===== config.mk =====
export PLATFORM = sky130hd
export DESIGN_NAME = pc_sequencer
export DESIGN_NICKNAME = d
export VERILOG_FILES = /design/src/rtl/pc_sequencer_pkg.sv /design/src/rtl/pc_sequencer_return_stack.sv /design/src/rtl/pc_sequencer.sv
export SDC_FILE = /design/constraint.sdc
export NUM_CORES = 1
export LEC_CHECK = 0
export ABC_CLOCK_PERIOD_IN_PS = 5850
export BUFFER_PORTS_ARGS = -buffer_cell sky130_fd_sc_hd__buf_2
export CORE_MARGIN = 2
export CORE_UTILIZATION = 60
export DETAILED_ROUTE_END_ITERATION = 8
export PLACE_DENSITY = 0.84
export REMOVE_ABC_BUFFERS = 1
export SKIP_CTS_REPAIR_TIMING = 1
export SYNTH_ARGS = -nofsm -noshare
export SYNTH_HDL_FRONTEND = slang
export SYNTH_SLANG_ARGS = --single-unit

===== constraint.sdc =====
create_clock -name clk -period 5.85 [get_ports clk]
set_input_delay 1.17 -clock clk [delete_from_list [all_inputs] [get_ports clk]]
set_output_delay 1.17 -clock clk [all_outputs]
set_load 0.005 [all_outputs]

===== src/rtl/pc_sequencer_pkg.sv =====
// Shared definitions for the program-counter sequencer: next-pc select codes,
// sequencer state encoding and the default address width.
package pc_sequencer_pkg;

  localparam int DEFAULT_ADDR_WIDTH = 8;

  localparam int SEL_WIDTH = 3;
  localparam logic [SEL_WIDTH-1:0] SEL_HOLD   = 3'd0;
  localparam logic [SEL_WIDTH-1:0] SEL_INC    = 3'd1;
  localparam logic [SEL_WIDTH-1:0] SEL_BRANCH = 3'd2;
  localparam logic [SEL_WIDTH-1:0] SEL_JUMP   = 3'd3;
  localparam logic [SEL_WIDTH-1:0] SEL_CALL   = 3'd4;
  localparam logic [SEL_WIDTH-1:0] SEL_RET    = 3'd5;

  typedef enum logic {
    ST_RUN  = 1'b0,
    ST_HALT = 1'b1
  } seq_state_e;

endpackage


===== src/rtl/pc_sequencer_return_stack.sv =====
// Hardware return-address LIFO: register array indexed by an occupancy count.
// Push and pop are mutually exclusive; the parent guarantees it.
module pc_sequencer_return_stack #(
  parameter int WIDTH = 8,
  parameter int DEPTH = 4
) (
  input  logic                     clk,
  input  logic                     reset,
  input  logic                     push,
  input  logic                     pop,
  input  logic [WIDTH-1:0]         push_data,
  output logic [WIDTH-1:0]         top_data,
  output logic                     full,
  output logic                     empty,
  output logic [$clog2(DEPTH):0]   depth
);

  localparam int PTR_W = $clog2(DEPTH);
  localparam int CNT_W = PTR_W + 1;

  logic [WIDTH-1:0] mem_reg [DEPTH];
  logic [CNT_W-1:0] count_reg, count_next;
  logic [PTR_W-1:0] wr_ptr, top_ptr;

  assign full    = (count_reg == CNT_W'(DEPTH));
  assign empty   = (count_reg == '0);
  assign depth   = count_reg;
  // When full the low count bits wrap to 0, so top_ptr still lands on DEPTH-1.
  assign wr_ptr  = count_reg[PTR_W-1:0];
  assign top_ptr = wr_ptr - PTR_W'(1);
  assign top_data = mem_reg[top_ptr];

  always_comb begin
    count_next = count_reg;
    if (push && !full) begin
      count_next = count_reg + CNT_W'(1);
    end else if (pop && !empty) begin
      count_next = count_reg - CNT_W'(1);
    end
  end

  always_ff @(posedge clk) begin
    if (reset) begin
      count_reg <= '0;
    end else begin
      count_reg <= count_next;
    end
  end

  // Contents need no reset; only the count defines which entries are valid.
  always_ff @(posedge clk) begin
    if (push && !full) begin
      mem_reg[wr_ptr] <= push_data;
    end
  end

endmodule


===== src/rtl/pc_sequencer.sv =====
// Program-counter sequencer feeding the instruction memory address bus, with
// stall, relative branch, absolute jump, call/return and sticky halt.
module pc_sequencer
  import pc_sequencer_pkg::*;
#(
  parameter int                    ADDR_WIDTH   = DEFAULT_ADDR_WIDTH,
  parameter int                    OFFSET_WIDTH = 6,
  parameter int                    STACK_DEPTH  = 4,
  parameter logic [ADDR_WIDTH-1:0] RESET_VECTOR = '0
) (
  input  logic                          clk,
  input  logic                          reset,
  input  logic                          enable,
  input  logic                          branch_taken,
  input  logic [OFFSET_WIDTH-1:0]       branch_offset,
  input  logic                          jump,
  input  logic                          call,
  input  logic                          ret,
  input  logic [ADDR_WIDTH-1:0]         target,
  input  logic                          halt,
  output logic [ADDR_WIDTH-1:0]         pc,
  output logic                          halted,
  output logic                          stack_overflow,
  output logic                          stack_underflow,
  output logic [$clog2(STACK_DEPTH):0]  stack_depth
);

  seq_state_e            state_reg, state_next;
  logic [SEL_WIDTH-1:0]  sel;
  logic [ADDR_WIDTH-1:0] pc_reg, pc_next, pc_inc, pc_branch, stack_top;
  logic                  overflow_reg, underflow_reg;
  logic                  overflow_set, underflow_set;
  logic                  push, pop, stack_full, stack_empty;

  assign pc_inc    = pc_reg + ADDR_WIDTH'(1);
  assign pc_branch = pc_reg + {{(ADDR_WIDTH-OFFSET_WIDTH){branch_offset[OFFSET_WIDTH-1]}},
                               branch_offset};

  pc_sequencer_return_stack #(
    .WIDTH (ADDR_WIDTH),
    .DEPTH (STACK_DEPTH)
  ) u_return_stack (
    .clk       (clk),
    .reset     (reset),
    .push      (push),
    .pop       (pop),
    .push_data (pc_inc),
    .top_data  (stack_top),
    .full      (stack_full),
    .empty     (stack_empty),
    .depth     (stack_depth)
  );

  // Strict priority: halt > ret > call > jump > branch > increment.
  always_comb begin
    sel           = SEL_HOLD;
    state_next    = state_reg;
    push          = 1'b0;
    pop           = 1'b0;
    overflow_set  = 1'b0;
    underflow_set = 1'b0;
    if (state_reg == ST_RUN && enable) begin
      if (halt) begin
        state_next = ST_HALT;
      end else if (ret) begin
        if (stack_empty) begin
          underflow_set = 1'b1;
          state_next    = ST_HALT;
        end else begin
          sel = SEL_RET;
          pop = 1'b1;
        end
      end else if (call) begin
        if (stack_full) begin
          overflow_set = 1'b1;
          state_next   = ST_HALT;
        end else begin
          sel  = SEL_CALL;
          push = 1'b1;
        end
      end else if (jump) begin
        sel = SEL_JUMP;
      end else if (branch_taken) begin
        sel = SEL_BRANCH;
      end else begin
        sel = SEL_INC;
      end
    end
  end

  always_comb begin
    pc_next = pc_reg;
    case (sel)
      SEL_INC:             pc_next = pc_inc;
      SEL_BRANCH:          pc_next = pc_branch;
      SEL_JUMP, SEL_CALL:  pc_next = target;
      SEL_RET:             pc_next = stack_top;
      default:             pc_next = pc_reg;
    endcase
  end

  always_ff @(posedge clk) begin
    if (reset) begin
      state_reg     <= ST_RUN;
      pc_reg        <= RESET_VECTOR;
      overflow_reg  <= 1'b0;
      underflow_reg <= 1'b0;
    end else begin
      state_reg     <= state_next;
      pc_reg        <= pc_next;
      overflow_reg  <= overflow_reg | overflow_set;
      underflow_reg <= underflow_reg | underflow_set;
    end
  end

  assign pc              = pc_reg;
  assign halted          = (state_reg == ST_HALT);
  assign stack_overflow  = overflow_reg;
  assign stack_underflow = underflow_reg;

endmodule

==> impl_metrics.env <==
export IMPL_status="finished, final reports clean"
export IMPL_vias_per_cell=6.28
export IMPL_ctsRootBufferMaster="clkbuf_8"
export IMPL_antenna_found_initial=0
export IMPL_peakVddDrop_uv=211
export IMPL_tightest_slew_ps=719
export IMPL_grt_max_degree=17
export IMPL_total_leakage_power_nw=1.08
export IMPL_fin_skew_ps=9.16
export IMPL_slew_headroom_pct=52.0
export IMPL_arrival_ps=3040
export IMPL_routabilityCongestion=0.893
export IMPL_grt_ovfl_total=0
export IMPL_syn_area_per_cell_um2=11.9
export IMPL_whs_ps=481
export IMPL_power_density_nw_per_um2=246
export IMPL_dieArea_um2=4610
export IMPL_worstHoldPathType="register to register"
export IMPL_synthTopCellsByArea="edfxtp_1, dfxtp_1, mux4_2, ha_1, a21oi_1"
export IMPL_core_area_um2=3970
export IMPL_largest_reg_flops=32
export IMPL_drcViolationCount=0
export IMPL_wl_per_cell_um=18.3
export IMPL_portBuffers=35
export IMPL_die_y_um=67.9
export IMPL_antenna_cells=0
export IMPL_syn_inst=205
export IMPL_netlist_area_um2=2450
export IMPL_layout_nets=277
export IMPL_via_count=1835
export IMPL_postRouteAntennaNets=0
export IMPL_async_reset_ff_share_pct=0
export IMPL_start_util_pct=61.6
export IMPL_maxCapViolCount=0
export IMPL_drv_slew=0
export IMPL_final_layout_size_suffix_gt1_share_pct=23.1
export IMPL_synth_top_cell_by_area="edfxtp_1"
export IMPL_rows=23
export IMPL_finalCriticalPeriod_ps=2850
export IMPL_die_w_um=67.9
export IMPL_cts_htree_levels=2
export IMPL_grt_pass1_wl_um=8350
export IMPL_worstSetupStartpointType="register"
export IMPL_yosysUniqueCellTypes=47
export IMPL_syn2layout_area_growth_pct=12.5
export IMPL_yosysWarnings=0
export IMPL_synth_common_cells="edfxtp_1, nor2_1, a21oi_1, dfxtp_1, ha_1"
export IMPL_cts_tree="built"
export IMPL_synth_top_area_share_pct=39.3
export IMPL_fin_crit_sh_pct=48.8
export IMPL_synth_edff_count=32
export IMPL_ios=36
export IMPL_crit_type="register to register"
export IMPL_dp_hpwl_um=3930
export IMPL_p_total_w=0.000679
export IMPL_fin_setup_tns_ps=0
export IMPL_clk_pin_slew_ps=90
export IMPL_setup_violations=0
export IMPL_numClockSinks=46
export IMPL_critPathRequiredTime_ps=6040
export IMPL_ys_flop_type="edfxtp_1"
export IMPL_grt_use_total_pct=25.9
export IMPL_numCtsBuffers=5
export IMPL_setup_worst_path_end_class="register"
export IMPL_worst_path_max_fanout=13
export IMPL_routed_wl_um=5350
export IMPL_yosysSeqAreaShare_pct=50.7
export IMPL_fmax_mhz=350
export IMPL_first_pass_iters=4
export IMPL_hold_violations=0
export IMPL_synth_seq_cells=46
export IMPL_grt_pass1_vias=1681
export IMPL_rsz0062_at_grt="false"
export IMPL_clock_latency_ps=300
export IMPL_synth_most_common_cell="edfxtp_1"
export IMPL_drtIter0Drc=200
export IMPL_clockBufferDepth=2
[layer usage]
layer  global-route usage, %  routed length [um]
met2                    40.4                2630
met1                    35.2                2270
met4                    10.0                 102
met5                       0                   0
met3                    6.41                 352
[cells in the final DEF, fill, tap and decap left out, types with 2 or more instances in the layout]
| cell | instances |
|---|---|
| inv_1 | 10 |
| o21bai_1 | 3 |
| and3_1 | 9 |
| edfxtp_1 | 32 |
| buf_2 | 35 |
| o21ai_0 | 2 |
| nor3_1 | 3 |
| xor2_1 | 6 |
| a41oi_1 | 2 |
| o2111ai_1 | 2 |
| o22ai_1 | 3 |
| a221oi_1 | 3 |
| a211oi_1 | 4 |
| nand3_1 | 8 |
| xnor2_1 | 6 |
| a21oi_1 | 14 |
| ha_1 | 13 |
| nand2b_1 | 2 |
| clkbuf_8 | 5 |
| nand3b_1 | 3 |
| mux4_2 | 8 |
| nor2_1 | 17 |
| nand2_1 | 12 |
| dfxtp_1 | 14 |
| o211ai_1 | 2 |
[through the flow]
stage               area (um^2)  worst slack (ps)  instances  utilization (%)
floorplan                  2420              3150        199                -
global placement           2660              2900        284             67.0
detailed placement         2660              2890        284             67.0
CTS                        2750              2930        292             69.3
global route               2750              2640        292             69.3
finish                     2750              3000        292             69.3
[layout make-up]
| type | instances | area (um^2) |
|---|---|---|
| clock buffers | 5 | 68.8 |
| clock inverters | 3 | 25.0 |
| fillers | 302 | 1220 |
| inverters | 10 | 37.5 |
| multi-input cells | 143 | 1140 |
| flip-flops and latches | 46 | 1240 |
| well taps | 50 | 62.6 |
| repair buffers | 35 | 175 |
[critical path: stages, from the launching register on]
cell      delay [ps]
dfxtp_1          790
inv_1            200
ha_1             320
a21boi_0         460
and2_1           240
xnor2_1          120
ha_1             180
nor2_1            50
o22ai_1          160
xor2_1           170
nor2_1            50
[power by group]
part | internal [W] | switching, W | total (W)
registers | 0.000358 | 0.0000148 | 0.000373
logic | 0.0000480 | 0.0000591 | 0.000107
clock network | 0.0000862 | 0.000112 | 0.000198
[final timing paths]
kind         slack, ps  depth (start not counted)                 endpoint               startpoint
min                480                          2           stack_overflow           stack_overflow
max               3000                         10  u_return_stack.depth[2]  u_return_stack.depth[0]
max reg2reg       3000                         10  u_return_stack.depth[2]  u_return_stack.depth[0]
min reg2reg        480                          2           stack_overflow           stack_overflow
[kinds of logic (layout without fill, tap and decap cells)]
group	count (synthesis)	after routing	share of synthesized area (%)
AND/OR/NAND/NOR	62	62	14.1
AO/OA/AOI/OAI	46	46	13.1
flip-flops	46	46	50.7
buffers and inverters	16	53	2.56
adder cells (fa/ha/maj)	14	14	7.46
XOR/XNOR	12	12	4.29
multiplexers	9	9	7.77
(Power assumes the default switching activity.)
